File: config.mk
export PLATFORM = sky130hd
export DESIGN_NAME = multicore_system_mem_loader_flat
export DESIGN_NICKNAME = d
export VERILOG_FILES = /design/src/rtl/multicore_system_mem_loader_pkg.sv /design/src/rtl/multicore_system_mem_loader_if.sv /design/src/rtl/multicore_system_mem_loader_csum.sv /design/src/rtl/multicore_system_mem_loader.sv /design/src/flat_wrapper.sv
export SDC_FILE = /design/constraint.sdc
export NUM_CORES = 1
export LEC_CHECK = 0
export ABC_AREA = 1
export CAP_MARGIN = 10
export CORE_MARGIN = 2
export CORE_UTILIZATION = 39
export CTS_CLUSTER_DIAMETER = 80
export CTS_CLUSTER_SIZE = 25
export DETAILED_ROUTE_END_ITERATION = 8
export MAX_ROUTING_LAYER = met4
export PLACE_DENSITY = 0.95
export SETUP_SLACK_MARGIN = 0.2
export SYNTH_ARGS = -nofsm -noshare
export SYNTH_HDL_FRONTEND = slang
export SYNTH_SLANG_ARGS = --single-unit
File: constraint.sdc
create_clock -name clk -period 3.9 [get_ports clk]
set_input_delay 1.17 -clock clk [delete_from_list [all_inputs] [get_ports clk]]
set_output_delay 1.17 -clock clk [all_outputs]
set_load 0.01 [all_outputs]
File: src/rtl/multicore_system_mem_loader_pkg.sv
// Shared types and defaults for the per-core program-image loader.
package multicore_system_mem_loader_pkg;

    localparam int ADDR_W_DEF = 12;
    localparam int DATA_W_DEF = 32;
    localparam int CNT_W_DEF  = 13;

    localparam logic [DATA_W_DEF/8-1:0] BE_ALL_ONES = '1;

    typedef enum logic [2:0] {
        IDLE,
        WRITE,
        VERIFY,
        VERIFY_DRAIN,
        DONE
    } state_t;

endpackage

File: src/rtl/multicore_system_mem_loader_if.sv
// Word stream plus the memory s2-port bus; master is the loader side.
interface multicore_system_mem_loader_if
    import multicore_system_mem_loader_pkg::*;
#(
    parameter int ADDR_W = ADDR_W_DEF,
    parameter int DATA_W = DATA_W_DEF
) ();

    logic                s_valid;
    logic [DATA_W-1:0]   s_data;
    logic                s_ready;

    logic [ADDR_W-1:0]   mem_address;
    logic [DATA_W/8-1:0] mem_byteenable;
    logic                mem_chipselect;
    logic                mem_write;
    logic [DATA_W-1:0]   mem_writedata;
    logic                mem_clken;
    logic [DATA_W-1:0]   mem_readdata;

    modport master (
        input  s_valid, s_data, mem_readdata,
        output s_ready, mem_address, mem_byteenable, mem_chipselect,
               mem_write, mem_writedata, mem_clken
    );

    modport slave (
        output s_valid, s_data, mem_readdata,
        input  s_ready, mem_address, mem_byteenable, mem_chipselect,
               mem_write, mem_writedata, mem_clken
    );

endinterface

File: src/rtl/multicore_system_mem_loader_csum.sv
// Clearable modulo-2^DATA_W accumulator; used only when MEM_LOADER_VERIFY_EN is defined.
// sum already includes the current cycle's din when en is high.
module multicore_system_mem_loader_csum
    import multicore_system_mem_loader_pkg::*;
#(
    parameter int DATA_W = DATA_W_DEF
) (
    input  logic              clk,
    input  logic              clr,
    input  logic              en,
    input  logic [DATA_W-1:0] din,
    output logic [DATA_W-1:0] sum
);

    logic [DATA_W-1:0] acc_p1;

    function automatic logic [DATA_W-1:0] add_wrap(input logic [DATA_W-1:0] a,
                                                   input logic [DATA_W-1:0] b);
        return a + b;
    endfunction

    assign sum = en ? add_wrap(acc_p1, din) : acc_p1;

    // accumulator stage: cleared on a new load, data path carries no reset
    always_ff @(posedge clk) begin
        if (clr) begin
            acc_p1 <= '0;
        end else if (en) begin
            acc_p1 <= sum;
        end
    end

endmodule

File: src/rtl/multicore_system_mem_loader.sv
// Streams a program image into a core's dual-port memory via port s2, holding the core in reset.
// Readback checksum verification is built only when MEM_LOADER_VERIFY_EN is defined.
module multicore_system_mem_loader
    import multicore_system_mem_loader_pkg::*;
#(
    parameter int ADDR_W = ADDR_W_DEF,
    parameter int DATA_W = DATA_W_DEF,
    parameter int CNT_W  = CNT_W_DEF
) (
    input  logic                          clk,
    input  logic                          reset,
    input  logic                          start,
    input  logic [ADDR_W-1:0]             base_addr,
    input  logic [CNT_W-1:0]              word_count,
    multicore_system_mem_loader_if.master mif,
    output logic                          core_reset_req,
    output logic                          busy,
    output logic                          done,
    output logic                          error
);

    state_t            state, state_nxt;
    logic [ADDR_W-1:0] ptr_p0;
    logic [CNT_W-1:0]  remain_p0;
    logic              start_acc;
    logic              wr_fire;
    logic              last_wr;
    logic              rd_fire;
    logic              done_q;
    logic              core_rst_q;
    logic              clken_q;

    assign start_acc = start && ((state == IDLE) || (state == DONE));
    assign wr_fire   = (state == WRITE) && mif.s_valid;
    assign last_wr   = wr_fire && (remain_p0 == CNT_W'(1));

`ifdef MEM_LOADER_VERIFY_EN
    logic [ADDR_W-1:0] base_p0;
    logic [CNT_W-1:0]  count_p0;
    logic              last_rd;
    logic              rd_vld_p1;
    logic              err_q;
    logic [DATA_W-1:0] sum_wr;
    logic [DATA_W-1:0] sum_rd;

    assign rd_fire = (state == VERIFY);
    assign last_rd = rd_fire && (remain_p0 == CNT_W'(1));

    always_ff @(posedge clk) begin
        if (start_acc) begin
            base_p0  <= base_addr;
            count_p0 <= word_count;
        end
    end

    // readback stage: memory returns data one cycle after the address
    always_ff @(posedge clk or posedge reset) begin
        if (reset) begin
            rd_vld_p1 <= 1'b0;
            err_q     <= 1'b0;
        end else begin
            rd_vld_p1 <= rd_fire;
            if (start_acc) begin
                err_q <= 1'b0;
            end else if (state == VERIFY_DRAIN) begin
                err_q <= (sum_rd != sum_wr);
            end
        end
    end

    multicore_system_mem_loader_csum #(.DATA_W(DATA_W)) u_sum_wr (
        .clk (clk),
        .clr (start_acc),
        .en  (wr_fire),
        .din (mif.s_data),
        .sum (sum_wr)
    );

    multicore_system_mem_loader_csum #(.DATA_W(DATA_W)) u_sum_rd (
        .clk (clk),
        .clr (start_acc),
        .en  (rd_vld_p1),
        .din (mif.mem_readdata),
        .sum (sum_rd)
    );

    assign error = err_q;
`else
    assign rd_fire = 1'b0;
    assign error   = 1'b0;
`endif

    always_comb begin
        state_nxt          = state;
        mif.s_ready        = 1'b0;
        mif.mem_chipselect = 1'b0;
        mif.mem_write      = 1'b0;
        mif.mem_writedata  = '0;
        case (state)
            IDLE, DONE: begin
                if (start_acc) begin
                    state_nxt = (word_count == '0) ? DONE : WRITE;
                end else if (state == DONE) begin
                    state_nxt = IDLE;
                end
            end
            WRITE: begin
                mif.s_ready = 1'b1;
                if (mif.s_valid) begin
                    mif.mem_chipselect = 1'b1;
                    mif.mem_write      = 1'b1;
                    mif.mem_writedata  = mif.s_data;
                end
                if (last_wr) begin
`ifdef MEM_LOADER_VERIFY_EN
                    state_nxt = VERIFY;
`else
                    state_nxt = DONE;
`endif
                end
            end
`ifdef MEM_LOADER_VERIFY_EN
            VERIFY: begin
                mif.mem_chipselect = 1'b1;
                if (last_rd) begin
                    state_nxt = VERIFY_DRAIN;
                end
            end
            VERIFY_DRAIN: begin
                state_nxt = DONE;
            end
`endif
            default: begin
                state_nxt = IDLE;
            end
        endcase
    end

    // control stage: everything that must abort immediately on reset
    always_ff @(posedge clk or posedge reset) begin
        if (reset) begin
            state      <= IDLE;
            done_q     <= 1'b0;
            core_rst_q <= 1'b0;
            clken_q    <= 1'b0;
        end else begin
            state   <= state_nxt;
            clken_q <= 1'b1;
            if (start_acc) begin
                done_q     <= (word_count == '0);
                core_rst_q <= (word_count != '0);
            end else if (state_nxt == DONE) begin
                done_q     <= 1'b1;
                core_rst_q <= 1'b0;
            end
        end
    end

    // address stage: pointer rewinds to base for the readback pass
    always_ff @(posedge clk or posedge reset) begin
        if (reset) begin
            ptr_p0    <= '0;
            remain_p0 <= '0;
        end else if (start_acc) begin
            ptr_p0    <= base_addr;
            remain_p0 <= word_count;
        end else if (wr_fire) begin
`ifdef MEM_LOADER_VERIFY_EN
            if (last_wr) begin
                ptr_p0    <= base_p0;
                remain_p0 <= count_p0;
            end else begin
                ptr_p0    <= ptr_p0 + ADDR_W'(1);
                remain_p0 <= remain_p0 - CNT_W'(1);
            end
`else
            ptr_p0    <= ptr_p0 + ADDR_W'(1);
            remain_p0 <= remain_p0 - CNT_W'(1);
`endif
        end else if (rd_fire) begin
            ptr_p0    <= ptr_p0 + ADDR_W'(1);
            remain_p0 <= remain_p0 - CNT_W'(1);
        end
    end

    assign mif.mem_address    = ptr_p0;
    assign mif.mem_byteenable = '1;
    assign mif.mem_clken      = clken_q;
    assign core_reset_req     = core_rst_q;
    assign busy               = (state != IDLE) && (state != DONE);
    assign done               = done_q;

endmodule

File: src/flat_wrapper.sv
// flat-port wrapper written by rule: the top's interface ports become plain ports
module multicore_system_mem_loader_flat import multicore_system_mem_loader_pkg::*;
#(
    parameter int ADDR_W = ADDR_W_DEF,
    parameter int DATA_W = DATA_W_DEF,
    parameter int CNT_W  = CNT_W_DEF
)
  (clk, reset, start, base_addr, word_count, core_reset_req, busy, done, error, mif_s_valid, mif_s_data, mif_mem_readdata, mif_s_ready, mif_mem_address, mif_mem_byteenable, mif_mem_chipselect, mif_mem_write, mif_mem_writedata, mif_mem_clken);
  multicore_system_mem_loader_if #(.ADDR_W(ADDR_W), .DATA_W(DATA_W)) mif_i ();
  input  logic clk;
  input  logic reset;
  input  logic start;
  input  logic [ADDR_W-1:0] base_addr;
  input  logic [CNT_W-1:0] word_count;
  output logic core_reset_req;
  output logic busy;
  output logic done;
  output logic error;
  input wire logic [$bits(mif_i.s_valid)-1:0] mif_s_valid;
  input wire logic [$bits(mif_i.s_data)-1:0] mif_s_data;
  input wire logic [$bits(mif_i.mem_readdata)-1:0] mif_mem_readdata;
  output wire logic [$bits(mif_i.s_ready)-1:0] mif_s_ready;
  output wire logic [$bits(mif_i.mem_address)-1:0] mif_mem_address;
  output wire logic [$bits(mif_i.mem_byteenable)-1:0] mif_mem_byteenable;
  output wire logic [$bits(mif_i.mem_chipselect)-1:0] mif_mem_chipselect;
  output wire logic [$bits(mif_i.mem_write)-1:0] mif_mem_write;
  output wire logic [$bits(mif_i.mem_writedata)-1:0] mif_mem_writedata;
  output wire logic [$bits(mif_i.mem_clken)-1:0] mif_mem_clken;
  assign mif_i.s_valid = mif_s_valid;
  assign mif_i.s_data = mif_s_data;
  assign mif_i.mem_readdata = mif_mem_readdata;
  assign mif_s_ready = mif_i.s_ready;
  assign mif_mem_address = mif_i.mem_address;
  assign mif_mem_byteenable = mif_i.mem_byteenable;
  assign mif_mem_chipselect = mif_i.mem_chipselect;
  assign mif_mem_write = mif_i.mem_write;
  assign mif_mem_writedata = mif_i.mem_writedata;
  assign mif_mem_clken = mif_i.mem_clken;
  multicore_system_mem_loader #(.ADDR_W(ADDR_W), .DATA_W(DATA_W), .CNT_W(CNT_W)) u_core (.clk(clk), .reset(reset), .start(start), .base_addr(base_addr), .word_count(word_count), .mif(mif_i), .core_reset_req(core_reset_req), .busy(busy), .done(done), .error(error));
endmodule
==> metrics.yaml <==
run_status: "complete, no violations"
worstPathCellList: "clkdlybuf4s50_1, nand2_1, nor2_1, clkdlybuf4s50_1"
critical-path-top-delay-family: "buffers and inverters"
cts_buffer_depth: 2
place_congestion: 0.831
cpMostUsedCell: "clkdlybuf4s50_1"
drt_iter0_markers: 239
drv_cap: 0
end_kind: "output pin"
yosys_warnings: 0
synthAdderAreaFrac: 0.0165
multi_input_area_sq_um: 1270
crit_buf_inv: 2
gr-total-overflow: 0
powerDensity_nw_per_um2: 373
fin_area_sq_um: 3520
drc: 0
drtAntennaViolNets: 0
reg2regPathDepth: 9
cts_tree: "done"
syn_area_sq_um: 2270
wl_per_cell_um: 13.7
period_share: 0.903
drv_slew: 0
skew_ns: 0.00770
hold_buffers: 0
grt_pass1_wl_um: 11600
r2r_end: "u_core.remain_p0[9]$_DFFE_PP0P_"
required_ns: 2.73
nets: 563
viasPerCell: 4.93
max_freq_mhz: 284
final_layout_size_suffix_gt1_frac: 0.0534
clock_latency_ns: 0.28
io_buffers: 111
setup_slack_ns: 0.378
hold_class: "reg -> reg"
reg2reg_from: "u_core.state[1]$_DFF_PP0_"
finalSetupTns_ns: 0
grt_max_degree: 35
die-area_sq_um: 6450
yosysSeqAreaShare: 0.341
cts.sinks: 31
area_delta_synth_final_pct: 54.8
ff_latch_area_sq_um: 776
avgSynthCellArea_sq_um: 6.36
htree_levels: 2
synth-xor-area-share: 0.0193
arrival_ns: 2.35
clk_pin_slew_ns: 0.06
firstDrtPassIters: 4
critPathLaunchType: "input port"
final_hold_viol_count: 0
finalSetupViolations: 0
grt_pass1_vias: 2597
grt_use_total: 0.231
drt_wl_total_um: 7370
synthMuxAreaShare: 0
crit_fanout: 1
vias: 2664
coreArea_sq_um: 5570
num_io_pins: 149
rows: 27
cts_buffers: 5
ys_types: 32
period_minus_slack_ns: 3.52
min_path_cells: 1
post_cts_resized: 19
post-place-ws_ns: 0.0431
power_leakage_nw: 1.71
synth-simple-area-share: 0.443
fillers: 507
hpwl_um: 5480
hold_start: "u_core.done$_DFFE_PP0P_"
antenna_found_initial: 0
ys_ff_latch: 31
root_buffer: "clkbuf_8"
placed_cell_area_sq_um: 3410
ir_drop_v: 0.000297
syn_inst: 357
slowest_stage: "clkdlybuf4s50_1"
die_w_um: 80.3
synth_top_family_by_area: "simple AND/OR/NAND/NOR gates"
die_h_um: 80.3
num_antenna_cells: 0
postCtsSetupRepairBufs: 0
crit_type: "in -> out"
total_power_mw: 1.31
whs_endpoint: "u_core.done$_DFFE_PP0P_"
initial_utilization: 0.408
synth_compound_area_frac: 0.0672
rsz0062_at_grt: "false"
regToRegSetupSlack_ns: 2.14
slowest_delay_ns: 0.56
## registers in the layout (all words and copies together) (netlist names)
signal / cells
u_core.done: 1
u_core.mif.mem_clken: 1
u_core.core_reset_req: 1
u_core.remain_p0: 13
u_core.mif.mem_address: 12
u_core.state: 3
## per-layer routing
layer  track usage  part of all wire  vias up
li1              -                 -     1305
met1         0.272              0.41     1220
met2         0.383              0.52      111
met3        0.0461             0.053       28
met4         0.105             0.025        0
met5             -                 0        -
## cell usage in the layout (no fill, tap or decap), drive strengths merged
cell type	count
nand4	2
o21ai	10
a21o	1
inv	30
buf	5
bufbuf	1
clkbuf	8
nand3b	2
a31oi	1
ha	3
dfrtp	31
nor2	75
nand3	25
or2	1
nand2	137
dlygate4sd2	19
xor2	3
o211ai	7
conb	7
clkdlybuf4s50	92
xnor2	2
o22ai	1
a21oi	3
o21bai	2
## logic make-up after synthesis
| group | after synthesis |
|---|---|
| simple gates | 242 |
| buf+inv | 49 |
| flops | 31 |
| compound gates | 25 |
| xor+xnor | 5 |
| fa+ha+maj | 3 |
| other cells | 2 |
## synth_stat cells
cell | n | area [sq um]
a31oi_1 | 1 | 6.26
o21ai_0 | 7 | 35.0
xor2_1 | 3 | 26.3
buf_4 | 8 | 60.1
xnor2_1 | 2 | 17.5
nand2_4 | 2 | 22.5
inv_1 | 28 | 105
conb_1 | 2 | 7.51
o21bai_1 | 2 | 15.0
nand4_1 | 2 | 12.5
clkbuf_1 | 5 | 18.8
o22ai_1 | 1 | 6.26
buf_2 | 1 | 5.00
nand2_2 | 1 | 6.26
or2_2 | 1 | 6.26
ha_1 | 3 | 37.5
o211ai_1 | 7 | 52.6
nand2_1 | 134 | 503
inv_4 | 1 | 6.26
buf_6 | 4 | 45.0
o21ai_1 | 3 | 15.0
inv_2 | 1 | 3.75
nor2_4 | 2 | 22.5
nand3_1 | 24 | 120
nor2_1 | 70 | 263
nand3_4 | 1 | 17.5
dfrtp_1 | 31 | 776
nor2_2 | 3 | 18.8
a21oi_1 | 3 | 15.0
nand3b_1 | 2 | 15.0
a21o_1 | 1 | 7.51
buf_1 | 1 | 3.75
## worst max path at each step
stage                   startpoint                     to  slack (ns)  cells past startpoint
floorplan              mif_s_valid          mif_mem_write        0.84                      6
global placement       mif_s_valid  mif_mem_writedata[31]        0.06                      5
detailed placement     mif_s_valid  mif_mem_writedata[31]        0.04                      5
CTS                    mif_s_valid  mif_mem_writedata[26]        0.38                      5
global route           mif_s_valid   mif_mem_writedata[1]        0.28                      5
finish              mif_s_data[19]  mif_mem_writedata[19]        0.38                      4
## layout make-up
type	instances	share of cell area
Clock buffer	8	0.0284
Inverter	30	0.0327
Multi-Input combinational cell	282	0.360
Sequential cell	31	0.220
Tap cell	72	0.0256
Timing Repair Buffer	117	0.333
## where the power goes
group | total, mW | switching (mW) | internal, mW
combinational | 0.534 | 0.281 | 0.253
clock | 0.282 | 0.121 | 0.161
sequential | 0.497 | 0.0973 | 0.399
## per-stage QoR
step	hold slack [ns]	utilization	std cells
2_1_floorplan	0.487	-	362
4_1_cts	0.498	0.631	540
3_3_place_gp	0.460	0.612	531
5_1_grt	0.506	0.631	540
6_report	0.497	0.631	540
3_5_place_dp	0.471	0.612	531
No activity file was read; power rests on OpenSTA's default activity.
